[src/rtl/video_fetch_arb.sv]
// Purpose: slot-synchronous fetch arbiter sharing the 64-bit video read port
//          between the shifter and the Viking card.
// Latency: grant at a slot-start edge; rdata/ack visible DATA_LAT+1 cycles after a request present at that edge.
// Backpressure: requesters hold req/addr until ack. A request missing a slot waits 16 cycles for the next slot.
//
// Ports:
//   clk_32, reset (sync, active-high), clk_8_en, bus_cycle - timing inputs
//   viking_enable                                          - gates Viking requests
//   s_req/s_addr/s_ack                                     - shifter request side
//   v_req/v_addr/v_ack                                     - Viking request side
//   vaddr/read/data                                        - memory controller video port
//   rdata                                                  - registered read data, shared by both requesters
//   busy                                                   - fetch in flight
//   owner                                                  - last granted requester (0 shifter, 1 Viking)
module video_fetch_arb #(
  parameter logic [1:0] SLOT_CYCLE = 2'd0,
  parameter int         DATA_LAT   = 6,
  parameter int         PRIO_LIMIT = 3
) (
  input  logic        clk_32,
  input  logic        reset,
  input  logic        clk_8_en,
  input  logic [1:0]  bus_cycle,
  input  logic        viking_enable,
  input  logic        s_req,
  input  logic [22:0] s_addr,
  output logic        s_ack,
  input  logic        v_req,
  input  logic [22:0] v_addr,
  output logic        v_ack,
  output logic [22:0] vaddr,
  output logic        read,
  input  logic [63:0] data,
  output logic [63:0] rdata,
  output logic        busy,
  output logic        owner
);

  localparam logic [3:0] LAT_LD = 4'(DATA_LAT);
  // Counter value seen at edge G+4: the strobe drops there, giving 4 high cycles.
  localparam logic [3:0] RD_END = 4'(DATA_LAT - 3);
  localparam logic [2:0] PRIO_L = 3'(PRIO_LIMIT);

  typedef enum logic {ST_IDLE, ST_WAIT} state_t;

  state_t     r_state;
  state_t     w_state_nxt;
  logic [3:0] r_cnt;
  logic [2:0] r_streak;
  logic       r_win;

  logic w_slot;
  logic w_s_elig;
  logic w_v_elig;
  logic w_grant;
  logic w_win_v;
  logic w_data_edge;
  logic w_read_end;

  assign w_slot     = clk_8_en && (bus_cycle == SLOT_CYCLE);
  assign w_s_elig   = s_req;
  assign w_v_elig   = v_req && viking_enable;
  assign w_read_end = (r_state == ST_WAIT) && (r_cnt == RD_END);
  assign busy       = (r_state == ST_WAIT);

  always_comb begin
    w_state_nxt = r_state;
    w_grant     = 1'b0;
    w_win_v     = 1'b0;
    w_data_edge = 1'b0;
    case (r_state)
      ST_IDLE: begin
        if (w_slot && (w_s_elig || w_v_elig)) begin
          w_grant     = 1'b1;
          w_state_nxt = ST_WAIT;
          // Viking wins unless the shifter is pending and the streak is spent.
          w_win_v     = w_v_elig && (!w_s_elig || (r_streak < PRIO_L));
        end
      end
      ST_WAIT: begin
        // Slot starts seen here are ignored; r_cnt==1 marks edge G+DATA_LAT.
        if (r_cnt == 4'd1) begin
          w_data_edge = 1'b1;
          w_state_nxt = ST_IDLE;
        end
      end
      default: w_state_nxt = ST_IDLE;
    endcase
  end

  always_ff @(posedge clk_32) begin
    if (reset) begin
      r_state  <= ST_IDLE;
      r_cnt    <= 4'd0;
      r_streak <= 3'd0;
      r_win    <= 1'b0;
      vaddr    <= 23'd0;
      read     <= 1'b0;
      rdata    <= 64'd0;
      s_ack    <= 1'b0;
      v_ack    <= 1'b0;
      owner    <= 1'b0;
    end else begin
      r_state <= w_state_nxt;
      s_ack   <= 1'b0;
      v_ack   <= 1'b0;

      if (w_grant) begin
        vaddr <= w_win_v ? v_addr : s_addr;
        read  <= 1'b1;
        owner <= w_win_v;
        r_win <= w_win_v;
        r_cnt <= LAT_LD;
      end else if (r_state == ST_WAIT) begin
        r_cnt <= r_cnt - 4'd1;
        if (w_read_end) read <= 1'b0;
        if (w_data_edge) begin
          rdata <= data;
          if (r_win) v_ack <= 1'b1;
          else       s_ack <= 1'b1;
        end
      end

      // A disabled card forfeits its accumulated priority.
      if (!viking_enable) begin
        r_streak <= 3'd0;
      end else if (w_grant) begin
        if (!w_win_v)      r_streak <= 3'd0;
        else if (w_s_elig) r_streak <= r_streak + 3'd1;
      end
    end
  end

endmodule

[config.mk]
export PLATFORM = sky130hd
export DESIGN_NAME = video_fetch_arb
export DESIGN_NICKNAME = d
export VERILOG_FILES = /design/src/rtl/video_fetch_arb.sv
export SDC_FILE = /design/constraint.sdc
export NUM_CORES = 1
export LEC_CHECK = 0
export CORE_MARGIN = 2
export CORE_UTILIZATION = 46
export CTS_BUF_LIST = sky130_fd_sc_hd__clkbuf_16
export CTS_CLUSTER_DIAMETER = 30
export DETAILED_ROUTE_END_ITERATION = 7
export DONT_BUFFER_PORTS = 1
export PLACE_DENSITY = 0.59
export SLEW_MARGIN = 15
export SYNTH_ARGS = -nofsm -noshare
export SYNTH_HDL_FRONTEND = slang
export SYNTH_SLANG_ARGS = --single-unit
[constraint.sdc]
create_clock -name clk_32 -period 1.9 [get_ports clk_32]
set_input_delay 0.38 -clock clk_32 [delete_from_list [all_inputs] [get_ports clk_32]]
set_output_delay 0.38 -clock clk_32 [all_outputs]
set_load 0.01 [all_outputs]
==> report_table.html, run 1 <==
<table>
<tr><th>Metric</th><th>Value</th></tr>
<tr><th colspan="2">Detailed routing</th></tr>
<tr><td>Routed via count</td><td>2781</td></tr>
<tr><td>Initial DRC count</td><td>81</td></tr>
<tr><td>Final routed wire length divided by cell count</td><td>15.51 um</td></tr>
<tr><td>Post-route DRC violation count</td><td>0</td></tr>
<tr><td>Detailed-route vias per instance</td><td>5.390</td></tr>
<tr><td>Final WL</td><td>8005 um</td></tr>
<tr><td>Count of nets left with antenna violations after detail routing</td><td>0</td></tr>
<tr><td>DRT Pass-1 Iters</td><td>4</td></tr>
<tr><th colspan="2">Place</th></tr>
<tr><td>Placer Congestion</td><td>0.7522</td></tr>
<tr><td>Post-detailed-placement half-perimeter wirelength</td><td>5601 um</td></tr>
<tr><td># port buffers</td><td>0</td></tr>
<tr><th colspan="2">Floorplanning</th></tr>
<tr><td>Placement Rows</td><td>33</td></tr>
<tr><td>Die span in y</td><td>95.40 um</td></tr>
<tr><td>Die outline area</td><td>9100 um2</td></tr>
<tr><td>Boundary pin count</td><td>210</td></tr>
<tr><td>Overall die width</td><td>95.40 um</td></tr>
<tr><td>Core Footprint</td><td>8175 um2</td></tr>
<tr><td>Starting Density</td><td>47.00%</td></tr>
<tr><th colspan="2">Critical path</th></tr>
<tr><td>Register-to-register path setup slack</td><td>0.39 ns</td></tr>
<tr><td>Highest fanout seen on the critical path</td><td>54</td></tr>
<tr><td>Number of cells traversed by the worst register-to-register path</td><td>6</td></tr>
<tr><td>Kind of capture point of the worst setup path</td><td>flip-flop</td></tr>
<tr><td>Arrival time at the worst endpoint</td><td>1.76 ns</td></tr>
<tr><td>Endpoint of the worst register-to-register path</td><td>rdata[14]</td></tr>
<tr><td>Class of the most critical setup path</td><td>flip-flop to flip-flop</td></tr>
<tr><td>Required time of the worst setup path</td><td>2.15 ns</td></tr>
<tr><td>Critical Path Source Type</td><td>flip-flop</td></tr>
<tr><td>CP Launch Point</td><td>r_cnt[1]</td></tr>
<tr><td>Critical register-to-register path startpoint</td><td>r_cnt[1]</td></tr>
<tr><td>Endpoint of the worst setup timing path</td><td>rdata[14]</td></tr>
<tr><th colspan="2">GRT</th></tr>
<tr><td>Antenna violations before repair</td><td>0</td></tr>
<tr><td>Total grt overflow</td><td>0</td></tr>
<tr><td>Global-route wire length before repair</td><td>11660 um</td></tr>
<tr><td>GRT Util Overall</td><td>16.25%</td></tr>
<tr><td>Maximum number of pins on one net before global-route repair</td><td>74</td></tr>
<tr><td>Number of global-route vias before repair</td><td>2399</td></tr>
<tr><th colspan="2">CTS</th></tr>
<tr><td>H-Tree Level Count</td><td>3</td></tr>
<tr><td>Quantity of hold-fixing buffers added after cts</td><td>0</td></tr>
<tr><td>TritonCTS clock tree</td><td>yes</td></tr>
<tr><td>Number of CTS-inserted buffers</td><td>9</td></tr>
<tr><td>Post_cts resized</td><td>0</td></tr>
<tr><td>Total clock sinks</td><td>99</td></tr>
<tr><td>Buffer count from post-CTS setup fixing</td><td>0</td></tr>
<tr><td>Buffer type at the clock tree root</td><td>clkbuf_16</td></tr>
<tr><td>Max Buffers Root-to-Sink</td><td>2</td></tr>
<tr><td>Clock transition at the register clock pins on the worst setup and hold paths after CTS</td><td>0.07 ns</td></tr>
<tr><td>Worst skew pair latency</td><td>0.33 ns</td></tr>
<tr><th colspan="2">Timing</th></tr>
<tr><td>Final setup violation count</td><td>0</td></tr>
<tr><td>Post-route clock period utilization</td><td>79.59%</td></tr>
<tr><td>RSZ-0062 raised after global routing</td><td>no</td></tr>
<tr><td>Final Hold Fails</td><td>0</td></tr>
<tr><td>Peak clock frequency supported by timing</td><td>661.3 MHz</td></tr>
<tr><td>Slew at the pin closest to its max-slew limit</td><td>0.4181 ns</td></tr>
<tr><td>TNS Setup</td><td>0 ns</td></tr>
<tr><td>Tightest slew margin relative to the limit</td><td>72.07%</td></tr>
<tr><td>Max Transition Viols Final</td><td>0</td></tr>
<tr><td>Min Hold Slack</td><td>0.1096 ns</td></tr>
<tr><td>Final Skew</td><td>0.01102 ns</td></tr>
<tr><td>Minimum period implied by the final worst setup slack</td><td>1.512 ns</td></tr>
<tr><th colspan="2">Hold path</th></tr>
<tr><td>Type of the tightest min-delay check</td><td>input pin to flip-flop</td></tr>
<tr><td>Worst min-delay path startpoint</td><td>reset</td></tr>
<tr><td>Cells on Worst Hold Path</td><td>1</td></tr>
<tr><th colspan="2">Synthesis</th></tr>
<tr><td>Warning count from the yosys run</td><td>0</td></tr>
<tr><td>Sequential area share after synthesis</td><td>51.58%</td></tr>
<tr><td>Top cells by area in the synthesized netlist</td><td>dfxtp_1 52%, nand2_1 13%, a21oi_1 9.1%</td></tr>
<tr><td>Area leader, netlist</td><td>dfxtp_1</td></tr>
<tr><td>Post-synth design cell area</td><td>3842 um2</td></tr>
<tr><td>Count of flip-flops with a built-in enable after synthesis</td><td>0</td></tr>
<tr><td>Flip-flop and latch count after synthesis</td><td>99</td></tr>
<tr><td>Gate count of the mapped netlist</td><td>418</td></tr>
<tr><td>Mean instance size in the synthesized netlist</td><td>9.192 um2</td></tr>
<tr><td>Share of the synthesized area in the top cell type</td><td>51.58%</td></tr>
<tr><td>Main synth FF type</td><td>dfxtp_1</td></tr>
<tr><td>Ys async rst share</td><td>0%</td></tr>
<tr><td>Post-Synthesis Net Count</td><td>540</td></tr>
<tr><td>Number of different library cells in the post-synthesis netlist</td><td>36</td></tr>
<tr><th colspan="2">Final layout</th></tr>
<tr><td>Area growth from synthesis to final layout</td><td>7.359%</td></tr>
<tr><td>Number of antenna cells inserted</td><td>0</td></tr>
<tr><td>NumNets Final</td><td>528</td></tr>
<tr><td>Fraction of layout cells with a size suffix above 1</td><td>9.489%</td></tr>
<tr><th colspan="2">Status</th></tr>
<tr><td>Result of the run</td><td>finished clean</td></tr>
<tr><th colspan="2">Power and ir drop</th></tr>
<tr><td>Part of the power in the clock network</td><td>41.7%</td></tr>
<tr><td>Comb pwr share</td><td>3.7%</td></tr>
<tr><td>Psw</td><td>0.8510 mW</td></tr>
<tr><td>Highest ir drop seen on vdd</td><td>0.0005056 V</td></tr>
<tr><td>Cell internal power dissipation</td><td>3.053 mW</td></tr>
<tr><td>Pwr per Cell Area</td><td>946.3 nW/um2</td></tr>
<tr><td>Power share of the sequential group</td><td>54.6%</td></tr>
<tr><td>Leakage power total</td><td>1.381 nW</td></tr>
<tr><td>Sw frac</td><td>21.80%</td></tr>
<tr><th colspan="2">Job</th></tr>
<tr><td>Max-cap viol count</td><td>0</td></tr>
</table>
[registers in the layout, summed over array words and instances, names as in the netlist]
name      cells
busy          1
r_cnt         4
read          1
v_ack         1
r_win         1
rdata        64
vaddr        23
s_ack         1
r_streak      3
[cell families (layout without fill, tap and decap cells)]
family                   Yosys count  in the layout  synth area share, %
flip-flops                        99             99                51.58
XOR/XNOR                           2              2               0.4560
AO/OA/AOI/OAI                     99             99                17.19
AND/OR/NAND/NOR                  158            158                17.39
adder cells (fa/ha/maj)            4              4                1.303
multiplexers                      24             24                6.252
buffers and inverters             32             25                5.829
[metal layers]
| metal | share of wire [%] | track usage (%) | vias to the layer above |
|---|---|---|---|
| li1 | - | - | 1379 |
| met1 | 40 | 19.45 | 1263 |
| met2 | 46 | 25.70 | 132 |
| met3 | 12 | 7.984 | 7 |
| met4 | 0.94 | 5.000 | 0 |
| met5 | 0 | 0 | - |
[metrics by stage]
| step | utilization, % | setup WS, ns | area, um2 | instances | total power, mW |
|---|---|---|---|---|---|
| global route | 50.46 | 0.2190 | 4125 | 516 | 4.071 |
| global placement | 47.14 | 0.2346 | 3854 | 500 | 2.321 |
| CTS | 50.46 | 0.3855 | 4125 | 516 | 3.961 |
| detailed placement | 47.14 | 0.2160 | 3854 | 500 | 2.324 |
| floorplan | - | 0.3414 | 3842 | 418 | 2.320 |
| finish | 50.46 | 0.3877 | 4125 | 516 | 3.904 |
[worst max-delay path: stages, from the launching register on]
cell and delay (ns):
dfxtp_1 0.36, inv_1 0.09, ha_1 0.20, nand2_2 0.24, buf_12 0.27, nand2_1 0.08, a21oi_1 0.16
[how the worst min path moves through the flow]
| stage | slack [ns] | endpoint |
|---|---|---|
| after floorplan | 0.45 | r_streak[1] |
| after global placement | 0.45 | rdata[53] |
| after detailed placement | 0.46 | rdata[36] |
| after CTS | 0.10 | rdata[36] |
| after global routing | 0.09 | rdata[36] |
| final | 0.11 | rdata[36] |
[cells in the final DEF (no fill, tap or decap), drive strengths merged, types with 2 or more instances in the layout]
cell,Yosys,final
ha,4,4
nor3b,3,3
clkbuf,10,9
nand2,134,134
or3b,2,2
nor3,3,3
buf,20,7
dfxtp,99,99
a21oi,71,71
xnor2,2,2
nand3b,2,2
mux2i,24,24
inv,2,5
o2bb2ai,23,23
clkinv,0,4
nand2b,3,3
nor2,6,6
[layout make-up]
class / instances / area, um2
Clock buffer: 9 / 225.2
Clock inverter: 7 / 46.29
Fill cell: 792 / 4050
Inverter: 2 / 7.507
Multi-Input combinational cell: 287 / 1643
Sequential cell: 99 / 1982
Tap cell: 105 / 131.4
Timing Repair Buffer: 7 / 90.09
[cells in the mapped netlist (2+ instances only)]
cell / count
o2bb2ai_1: 14
clkbuf_1: 8
o2bb2ai_2: 9
nand2_1: 134
nor3b_1: 2
nand3b_1: 2
dfxtp_1: 99
inv_1: 2
xnor2_1: 2
mux2i_1: 24
a21oi_1: 70
ha_1: 4
buf_2: 9
nand2b_1: 2
nor3_1: 2
buf_6: 10
nor2_1: 6
[power groups by stage]
stage,logic (mW),registers [mW],clock network (mW)
final,0.143,2.13,1.63
after global routing,0.158,2.13,1.78
after CTS,0.145,2.13,1.68
after detailed placement,0.145,2.18,0
after global placement,0.143,2.18,0
after floorplan,0.147,2.17,0
Power figures use the tool's default switching activity.
==> run 2, diff against run 1 <==
Clock period 1.9 ns to 1.4 ns, I/O delays scaled along.
==> run 2 against run 1 <==
Critical endpoint is now vaddr[21]. Cell count grew 2.7%. Critical path type unchanged. Global-route usage is 0.14 points higher. Sequential share of layout area is 2.6 points lower. Maximum frequency is 11% higher. Sequential cell count did not move. Sequential power up 36%. Non-clock buffer count is 14 higher.
==> report_table.html, run 2 (same netlist as run 1, synthesis figures left out) <==
<table>
<tr><th>Metric</th><th>Value</th></tr>
<tr><th colspan="2">Status</th></tr>
<tr><td>Result of the run</td><td>finished clean</td></tr>
<tr><th colspan="2">Detailed routing</th></tr>
<tr><td>Final routed wire length divided by cell count</td><td>16.41 um (+5.8%)</td></tr>
<tr><td>DRT Pass-1 Iters</td><td>4 (unchanged)</td></tr>
<tr><td>Detailed-route vias per instance</td><td>5.409 (+0.37%)</td></tr>
<tr><td>Initial DRC count</td><td>65 (-20%)</td></tr>
<tr><td>Post-route DRC violation count</td><td>0 (unchanged)</td></tr>
<tr><td>Routed via count</td><td>2867 (+3.1%)</td></tr>
<tr><td>Final WL</td><td>8698 um (+8.7%)</td></tr>
<tr><td>Count of nets left with antenna violations after detail routing</td><td>0 (unchanged)</td></tr>
<tr><th colspan="2">CTS</th></tr>
<tr><td>Buffer type at the clock tree root</td><td>clkbuf_16</td></tr>
<tr><td>Worst skew pair latency</td><td>0.33 ns (about the same)</td></tr>
<tr><td>H-Tree Level Count</td><td>3 (unchanged)</td></tr>
<tr><td>Total clock sinks</td><td>99 (unchanged)</td></tr>
<tr><td>Max Buffers Root-to-Sink</td><td>2 (unchanged)</td></tr>
<tr><td>Number of CTS-inserted buffers</td><td>9 (unchanged)</td></tr>
<tr><td>Buffer count from post-CTS setup fixing</td><td>0 (unchanged)</td></tr>
<tr><td>TritonCTS clock tree</td><td>yes</td></tr>
<tr><td>Clock transition at the register clock pins on the worst setup and hold paths after CTS</td><td>0.06 ns (about the same)</td></tr>
<tr><th colspan="2">Power and ir drop</th></tr>
<tr><td>Highest ir drop seen on vdd</td><td>0.0005860 V (+16%)</td></tr>
<tr><td>Leakage power total</td><td>1.490 nW (+7.9%)</td></tr>
<tr><td>Power Total</td><td>5.332 mW (+37%)</td></tr>
<tr><td>Pwr per Cell Area</td><td>1220 nW/um2 (+29%)</td></tr>
<tr><th colspan="2">Floorplanning</th></tr>
<tr><td>Die span in y</td><td>95.40 um (unchanged)</td></tr>
<tr><td>Starting Density</td><td>47.00% (unchanged)</td></tr>
<tr><td>Placement Rows</td><td>33 (unchanged)</td></tr>
<tr><td>Overall die width</td><td>95.40 um (unchanged)</td></tr>
<tr><td>Boundary pin count</td><td>210 (unchanged)</td></tr>
<tr><td>Core Footprint</td><td>8175 um2 (unchanged)</td></tr>
<tr><td>Die outline area</td><td>9100 um2 (unchanged)</td></tr>
<tr><th colspan="2">Critical path</th></tr>
<tr><td>Kind of capture point of the worst setup path</td><td>flip-flop</td></tr>
<tr><td>Arrival time at the worst endpoint</td><td>1.58 ns (-0.18 ns)</td></tr>
<tr><td>Class of the most critical setup path</td><td>flip-flop to flip-flop</td></tr>
<tr><td>Required time of the worst setup path</td><td>1.62 ns (-0.53 ns)</td></tr>
<tr><td>Number of cells traversed by the worst register-to-register path</td><td>5 (-1)</td></tr>
<tr><td>Critical register-to-register path startpoint</td><td>r_streak[1]</td></tr>
<tr><td>Endpoint of the worst register-to-register path</td><td>vaddr[21]</td></tr>
<tr><td>Endpoint of the worst setup timing path</td><td>vaddr[21]</td></tr>
<tr><td>Highest fanout seen on the critical path</td><td>23 (-57%)</td></tr>
<tr><td>CP Launch Point</td><td>r_streak[1]</td></tr>
<tr><td>Register-to-register path setup slack</td><td>0.04 ns (-0.35 ns)</td></tr>
<tr><td>Critical Path Source Type</td><td>flip-flop</td></tr>
<tr><th colspan="2">Timing</th></tr>
<tr><td>Slew at the pin closest to its max-slew limit</td><td>0.8751 ns (+0.4571 ns)</td></tr>
<tr><td>Final setup violation count</td><td>0 (unchanged)</td></tr>
<tr><td>Peak clock frequency supported by timing</td><td>734.4 MHz (+11%)</td></tr>
<tr><td>Min Hold Slack</td><td>0.02259 ns (-0.08701 ns)</td></tr>
<tr><td>TNS Setup</td><td>0 ns (unchanged)</td></tr>
<tr><td>Tightest slew margin relative to the limit</td><td>41.46% (-31 points)</td></tr>
<tr><td>RSZ-0062 raised after global routing</td><td>yes</td></tr>
<tr><td>Final Skew</td><td>0.006760 ns (-0.004258 ns)</td></tr>
<tr><td>Final Hold Fails</td><td>0 (unchanged)</td></tr>
<tr><td>Minimum period implied by the final worst setup slack</td><td>1.362 ns (-0.1507 ns)</td></tr>
<tr><td>Max Transition Viols Final</td><td>0 (unchanged)</td></tr>
<tr><td>Post-route clock period utilization</td><td>97.26% (+18 points)</td></tr>
<tr><th colspan="2">GRT</th></tr>
<tr><td>Maximum number of pins on one net before global-route repair</td><td>74 (unchanged)</td></tr>
<tr><td>Number of global-route vias before repair</td><td>2453 (+2.3%)</td></tr>
<tr><td>Total grt overflow</td><td>0 (unchanged)</td></tr>
<tr><td>Antenna violations before repair</td><td>0 (unchanged)</td></tr>
<tr><td>GRT Util Overall</td><td>16.39% (+0.14 points)</td></tr>
<tr><td>Global-route wire length before repair</td><td>11660 um (unchanged)</td></tr>
<tr><th colspan="2">Final layout</th></tr>
<tr><td>Leading cell type in the layout, fill and taps excluded</td><td>nand2_1</td></tr>
<tr><td>Area growth from synthesis to final layout</td><td>13.74%</td></tr>
<tr><td>Area taken by flip-flops and latches</td><td>1984 um2 (+0.13%)</td></tr>
<tr><td>Non-Filler Cell Area, Final</td><td>4370 um2 (+5.9%)</td></tr>
<tr><td>NumNets Final</td><td>542 (+2.7%)</td></tr>
<tr><td>Register name with the most flops</td><td>rdata</td></tr>
<tr><td>Fraction of layout cells with a size suffix above 1</td><td>13.18% (+3.7 points)</td></tr>
<tr><td>Max reg flops</td><td>64 (unchanged)</td></tr>
<tr><td>Fill count</td><td>769 (-2.9%)</td></tr>
<tr><td>Most frequent cells in the layout</td><td>133 x nand2_1, 97 x dfxtp_1, 70 x a21oi_1</td></tr>
<tr><td>Area taken by multi-input logic gates</td><td>1672 um2 (+1.8%)</td></tr>
<tr><td>Registers with the highest flip-flop counts</td><td>rdata: 64 flops, vaddr: 23 flops, r_cnt: 4 flops</td></tr>
<tr><td>Number of antenna cells inserted</td><td>0 (unchanged)</td></tr>
<tr><th colspan="2">Hold path</th></tr>
<tr><td>Type of the tightest min-delay check</td><td>input pin to flip-flop</td></tr>
<tr><th colspan="2">Place</th></tr>
<tr><td>Post-detailed-placement half-perimeter wirelength</td><td>5659 um (+1.0%)</td></tr>
<tr><td>Placed instance area</td><td>3969 um2 (+3.0%)</td></tr>
<tr><td>Placer Congestion</td><td>0.6997 (-7.0%)</td></tr>
<tr><td># port buffers</td><td>0 (unchanged)</td></tr>
<tr><th colspan="2">Job</th></tr>
<tr><td>Max-cap viol count</td><td>0 (unchanged)</td></tr>
</table>
## run 2: how the worst min path moves through the flow
stage / startpoint / endpoint / slack [ns] / cells after the start
floorplan: data[0] / rdata[0] / 0.42 / 2
global placement: reset / rdata[28] / 0.36 / 1
detailed placement: reset / rdata[32] / 0.36 / 1
CTS: reset / rdata[32] / 0.002 / 1
global route: reset / rdata[33] / 0.0008 / 1
finish: reset / rdata[0] / 0.02 / 1
## run 2: final cells by class
cell class	instances	share of cell area (%)
Inverter	2	0.1718
Clock buffer	9	5.153
Timing Repair Buffer	21	6.985
Sequential cell	99	45.41
Multi-Input combinational cell	287	38.25
Clock inverter	7	1.031
Tap cell	105	3.006
## run 2: worst max-delay path, cell delays in order (launching register included)
cell	delay [ns]
dfxtp_2	0.33
a21o_1	0.21
a21oi_4	0.16
buf_12	0.21
mux2i_2	0.26
o2bb2ai_2	0.08
## run 2: stage by stage
stage | std cells | utilization (%) | setup WS (ns)
after floorplan | 418 | - | -0.01370
after global placement | 508 | 48.55 | -0.004187
after detailed placement | 508 | 48.55 | -0.03266
after CTS | 524 | 51.85 | 0.02490
after global routing | 530 | 53.46 | -0.03542
final | 530 | 53.46 | 0.03842
## run 2: report_power, final
| part | switching (mW) | internal [mW] | leakage (nW) |
|---|---|---|---|
| Clock | 1.00 | 1.19 | 0.126 |
| Combinational | 0.123 | 0.120 | 0.564 |
| Sequential | 0.0412 | 2.85 | 0.800 |
## run 2: what timing repair did
action                                  in CTS  in global routing
hold buffers                                 0                  3
resized for setup                            0                  6
endpoints found under the hold margin        0                 23
endpoints found under the setup margin       0                 35
## run 2: routing by layer
layer,track usage [%],routed length [um]
met5,0,0
met4,6.429,104
met3,6.403,864
met2,27.11,4184
met1,19.09,3545
==> run 3, diff against run 2 <==
--- a/config.mk
+++ b/config.mk
@@ -14,2 +14,3 @@
 export PLACE_DENSITY = 0.59
+export RECOVER_POWER = 50
 export SLEW_MARGIN = 15
==> constraint.sdc (replaced) <==
create_clock -name clk_32 -period 1.4 [get_ports clk_32]
set_input_delay 0.21 -clock clk_32 [delete_from_list [all_inputs] [get_ports clk_32]]
set_output_delay 0.21 -clock clk_32 [all_outputs]
set_load 0.01 [all_outputs]
==> run 3 against run 2 <==
Largest power group unchanged. Sequential cell count unchanged. Combinational power shrank 6%. Largest cell class unchanged. Global-route usage grew 0.32 points. Critical path type unchanged. The flow now finishes with violations (hold timing). Cell count shrank 0.57%. Sequential power is essentially flat. Maximum frequency grew 1.0%.
==> report_table.html, run 3 (same netlist as run 1, synthesis figures left out) <==
<table>
<tr><th>Metric</th><th>Value</th></tr>
<tr><th colspan="2">GRT</th></tr>
<tr><td>Antenna violations before repair</td><td>0 (unchanged)</td></tr>
<tr><td>Number of global-route vias before repair</td><td>2519 (+2.7%)</td></tr>
<tr><td>Global-route wire length before repair</td><td>11940 um (+2.4%)</td></tr>
<tr><td>Total grt overflow</td><td>0 (unchanged)</td></tr>
<tr><td>GRT Util Overall</td><td>16.71% (+0.32 points)</td></tr>
<tr><td>Maximum number of pins on one net before global-route repair</td><td>74 (unchanged)</td></tr>
<tr><th colspan="2">Timing</th></tr>
<tr><td>Min Hold Slack</td><td>-0.05857 ns (-0.08116 ns)</td></tr>
<tr><td>Max Transition Viols Final</td><td>0 (unchanged)</td></tr>
<tr><td>Min setup slack post-route</td><td>0.05194 ns (+0.01352 ns)</td></tr>
<tr><td>RSZ-0062 raised after global routing</td><td>yes</td></tr>
<tr><td>Post-route clock period utilization</td><td>96.29% (-0.97 points)</td></tr>
<tr><td>Slew at the pin closest to its max-slew limit</td><td>0.3913 ns (-0.4839 ns)</td></tr>
<tr><td>TNS Setup</td><td>0 ns (unchanged)</td></tr>
<tr><td>Final Skew</td><td>0.005375 ns (-0.001385 ns)</td></tr>
<tr><td>Final Hold Fails</td><td>38 (+38)</td></tr>
<tr><td>Final setup violation count</td><td>0 (unchanged)</td></tr>
<tr><td>Tightest slew margin relative to the limit</td><td>73.86% (+32 points)</td></tr>
<tr><td>Peak clock frequency supported by timing</td><td>741.8 MHz (+1.0%)</td></tr>
<tr><td>Minimum period implied by the final worst setup slack</td><td>1.348 ns (-0.01352 ns)</td></tr>
<tr><th colspan="2">CTS</th></tr>
<tr><td>Worst skew pair latency</td><td>0.33 ns (about the same)</td></tr>
<tr><td>Buffer type at the clock tree root</td><td>clkbuf_16</td></tr>
<tr><td>Number of CTS-inserted buffers</td><td>9 (unchanged)</td></tr>
<tr><td>Clock transition at the register clock pins on the worst setup and hold paths after CTS</td><td>0.07 ns (about the same)</td></tr>
<tr><td>H-Tree Level Count</td><td>3 (unchanged)</td></tr>
<tr><td>TritonCTS clock tree</td><td>yes</td></tr>
<tr><td>Total clock sinks</td><td>99 (unchanged)</td></tr>
<tr><td>Max Buffers Root-to-Sink</td><td>2 (unchanged)</td></tr>
<tr><th colspan="2">Floorplanning</th></tr>
<tr><td>Overall die width</td><td>95.40 um (unchanged)</td></tr>
<tr><td>Boundary pin count</td><td>210 (unchanged)</td></tr>
<tr><td>Die outline area</td><td>9100 um2 (unchanged)</td></tr>
<tr><td>Placement Rows</td><td>33 (unchanged)</td></tr>
<tr><td>Core Footprint</td><td>8175 um2 (unchanged)</td></tr>
<tr><td>Starting Density</td><td>47.00% (unchanged)</td></tr>
<tr><td>Die span in y</td><td>95.40 um (unchanged)</td></tr>
<tr><th colspan="2">Critical path</th></tr>
<tr><td>Critical path's top delay family</td><td>compound AO/OA/AOI/OAI gates</td></tr>
<tr><td>Number of buffer and inverter stages on the critical path</td><td>1 (unchanged)</td></tr>
<tr><td>Required time of the worst setup path</td><td>1.62 ns (about the same)</td></tr>
<tr><td>Arrival time at the worst endpoint</td><td>1.57 ns (about the same)</td></tr>
<tr><td>Number of cells traversed by the worst register-to-register path</td><td>5 (unchanged)</td></tr>
<tr><td>Stage delay of the slowest cell on the critical path</td><td>0.33 ns (about the same)</td></tr>
<tr><td>Critical register-to-register path startpoint</td><td>r_streak[1]</td></tr>
<tr><td>Class of the most critical setup path</td><td>flip-flop to flip-flop</td></tr>
<tr><td>CP max stage cell</td><td>dfxtp_2</td></tr>
<tr><td>Kind of capture point of the worst setup path</td><td>flip-flop</td></tr>
<tr><td>Cell Chain, Critical Path</td><td>a21o_1 &gt; a21oi_4 &gt; buf_12 &gt; mux2i_1 &gt; o2bb2ai_1</td></tr>
<tr><td>Register-to-register path setup slack</td><td>0.05 ns (about the same)</td></tr>
<tr><td>Critical Path Source Type</td><td>flip-flop</td></tr>
<tr><td>Highest fanout seen on the critical path</td><td>26 (+13%)</td></tr>
<tr><td>CP Launch Point</td><td>r_streak[1]</td></tr>
<tr><td>Endpoint of the worst register-to-register path</td><td>vaddr[5]</td></tr>
<tr><th colspan="2">Detailed routing</th></tr>
<tr><td>Post-route DRC violation count</td><td>0 (unchanged)</td></tr>
<tr><td>Initial DRC count</td><td>78 (+20%)</td></tr>
<tr><td>Final WL</td><td>8750 um (+0.60%)</td></tr>
<tr><td>Detailed-route vias per instance</td><td>5.436 (+0.50%)</td></tr>
<tr><td>DRT Pass-1 Iters</td><td>4 (unchanged)</td></tr>
<tr><td>Final routed wire length divided by cell count</td><td>16.60 um (+1.2%)</td></tr>
<tr><td>Count of nets left with antenna violations after detail routing</td><td>0 (unchanged)</td></tr>
<tr><td>Routed via count</td><td>2865 (-0.070%)</td></tr>
<tr><th colspan="2">Final layout</th></tr>
<tr><td>Non-Filler Cell Area, Final</td><td>4405 um2 (+0.80%)</td></tr>
<tr><td>Registers with the highest flip-flop counts</td><td>rdata: 64 flops, vaddr: 23 flops, r_cnt: 4 flops</td></tr>
<tr><td>Area growth from synthesis to final layout</td><td>14.65%</td></tr>
<tr><td>Fraction of layout cells with a size suffix above 1</td><td>13.51% (+0.33 points)</td></tr>
<tr><td>NumNets Final</td><td>541 (-0.18%)</td></tr>
<tr><td>Register name with the most flops</td><td>rdata</td></tr>
<tr><td>Number of antenna cells inserted</td><td>0 (unchanged)</td></tr>
<tr><td>Final standard cell count with taps included and fillers excluded</td><td>527 (-0.57%)</td></tr>
<tr><td>Max reg flops</td><td>64 (unchanged)</td></tr>
<tr><td>Most frequent cells in the layout</td><td>133 x nand2_1, 97 x dfxtp_1, 70 x a21oi_1</td></tr>
<tr><td>Post-Route Utilization</td><td>53.89% (+0.43 points)</td></tr>
<tr><td>Leading cell type in the layout, fill and taps excluded</td><td>nand2_1</td></tr>
<tr><td>Fill count</td><td>763 (-0.78%)</td></tr>
<tr><th colspan="2">Hold path</th></tr>
<tr><td>Hold Path Sink</td><td>rdata[37]</td></tr>
<tr><td>Type of the tightest min-delay check</td><td>input pin to flip-flop</td></tr>
<tr><td>Cells on Worst Hold Path</td><td>1 (unchanged)</td></tr>
<tr><td>Worst min-delay path startpoint</td><td>reset</td></tr>
<tr><th colspan="2">Place</th></tr>
<tr><td>Post-detailed-placement half-perimeter wirelength</td><td>5821 um (+2.9%)</td></tr>
<tr><td>Post-place setup slack</td><td>-0.03655 ns (-0.003891 ns)</td></tr>
<tr><td>Placer Congestion</td><td>0.7292 (+4.2%)</td></tr>
<tr><td>Placed instance area</td><td>3974 um2 (+0.13%)</td></tr>
<tr><td>Inst Count DP</td><td>509 (+0.20%)</td></tr>
<tr><td># port buffers</td><td>0 (unchanged)</td></tr>
<tr><th colspan="2">Power and ir drop</th></tr>
<tr><td>Pwr per Cell Area</td><td>1284 nW/um2 (+5.3%)</td></tr>
<tr><td>Leakage power total</td><td>1.515 nW (+1.7%)</td></tr>
<tr><td>Highest ir drop seen on vdd</td><td>0.0005341 V (-8.9%)</td></tr>
<tr><td>Power Total</td><td>5.657 mW (+6.1%)</td></tr>
<tr><th colspan="2">Status</th></tr>
<tr><td>Failing checks</td><td>hold timing</td></tr>
<tr><td>Result of the run</td><td>complete, but fails checks</td></tr>
<tr><th colspan="2">Job</th></tr>
<tr><td>Max-cap viol count</td><td>0 (unchanged)</td></tr>
</table>
run 3: changes by cell type in the layout (fill, tap and decap cells not counted), moves of 2 or more:
cell / before / now
clkinv_1: 2 / 0
bufinv_16: 0 / 2
clkinv_4: 2 / 0
dlygate4sd3_1: 3 / 0
run 3: routing by layer:
layer  vias up  share of wire (%)  wire, um  GRT usage [%]
met1      1305                 41      3578          18.61
met2       138                 48      4161          28.99
met3        13                9.9       869          5.296
li1       1409                  -         -              -
met5         -                  0         0              0
met4         0                1.6       141          7.738
run 3: final cells by class:
type | instances | area, um2 | share of cell area, %
clock inverter | 5 | 80.08 | 1.818
multi-input combinational | 287 | 1665 | 37.80
timing repair buffer | 20 | 311.5 | 7.072
inverter | 2 | 7.507 | 0.1704
tap | 105 | 131.4 | 2.982
sequential | 99 | 1984 | 45.04
clock buffer | 9 | 225.2 | 5.112
run 3: report_power, final:
group | switching, mW | internal, mW | total [mW]
registers | 0.0411 | 2.85 | 2.89
logic | 0.111 | 0.119 | 0.229
clock network | 0.994 | 1.54 | 2.54
run 3: what timing repair did:
action / in CTS / in global routing
buffers inserted: 0 / 0
resized for setup: 0 / 6
endpoints found under the hold margin: 67 / 67
endpoints found under the setup margin: 0 / 9
run 3: worst max-delay path by stage:
| stage | cells after the start | endpoint |
|---|---|---|
| 2_1_floorplan | 5 | vaddr[15] |
| 3_3_place_gp | 4 | r_streak[2] |
| 3_5_place_dp | 5 | vaddr[3] |
| 4_1_cts | 5 | vaddr[5] |
| 5_1_grt | 5 | vaddr[5] |
| 6_report | 5 | vaddr[5] |
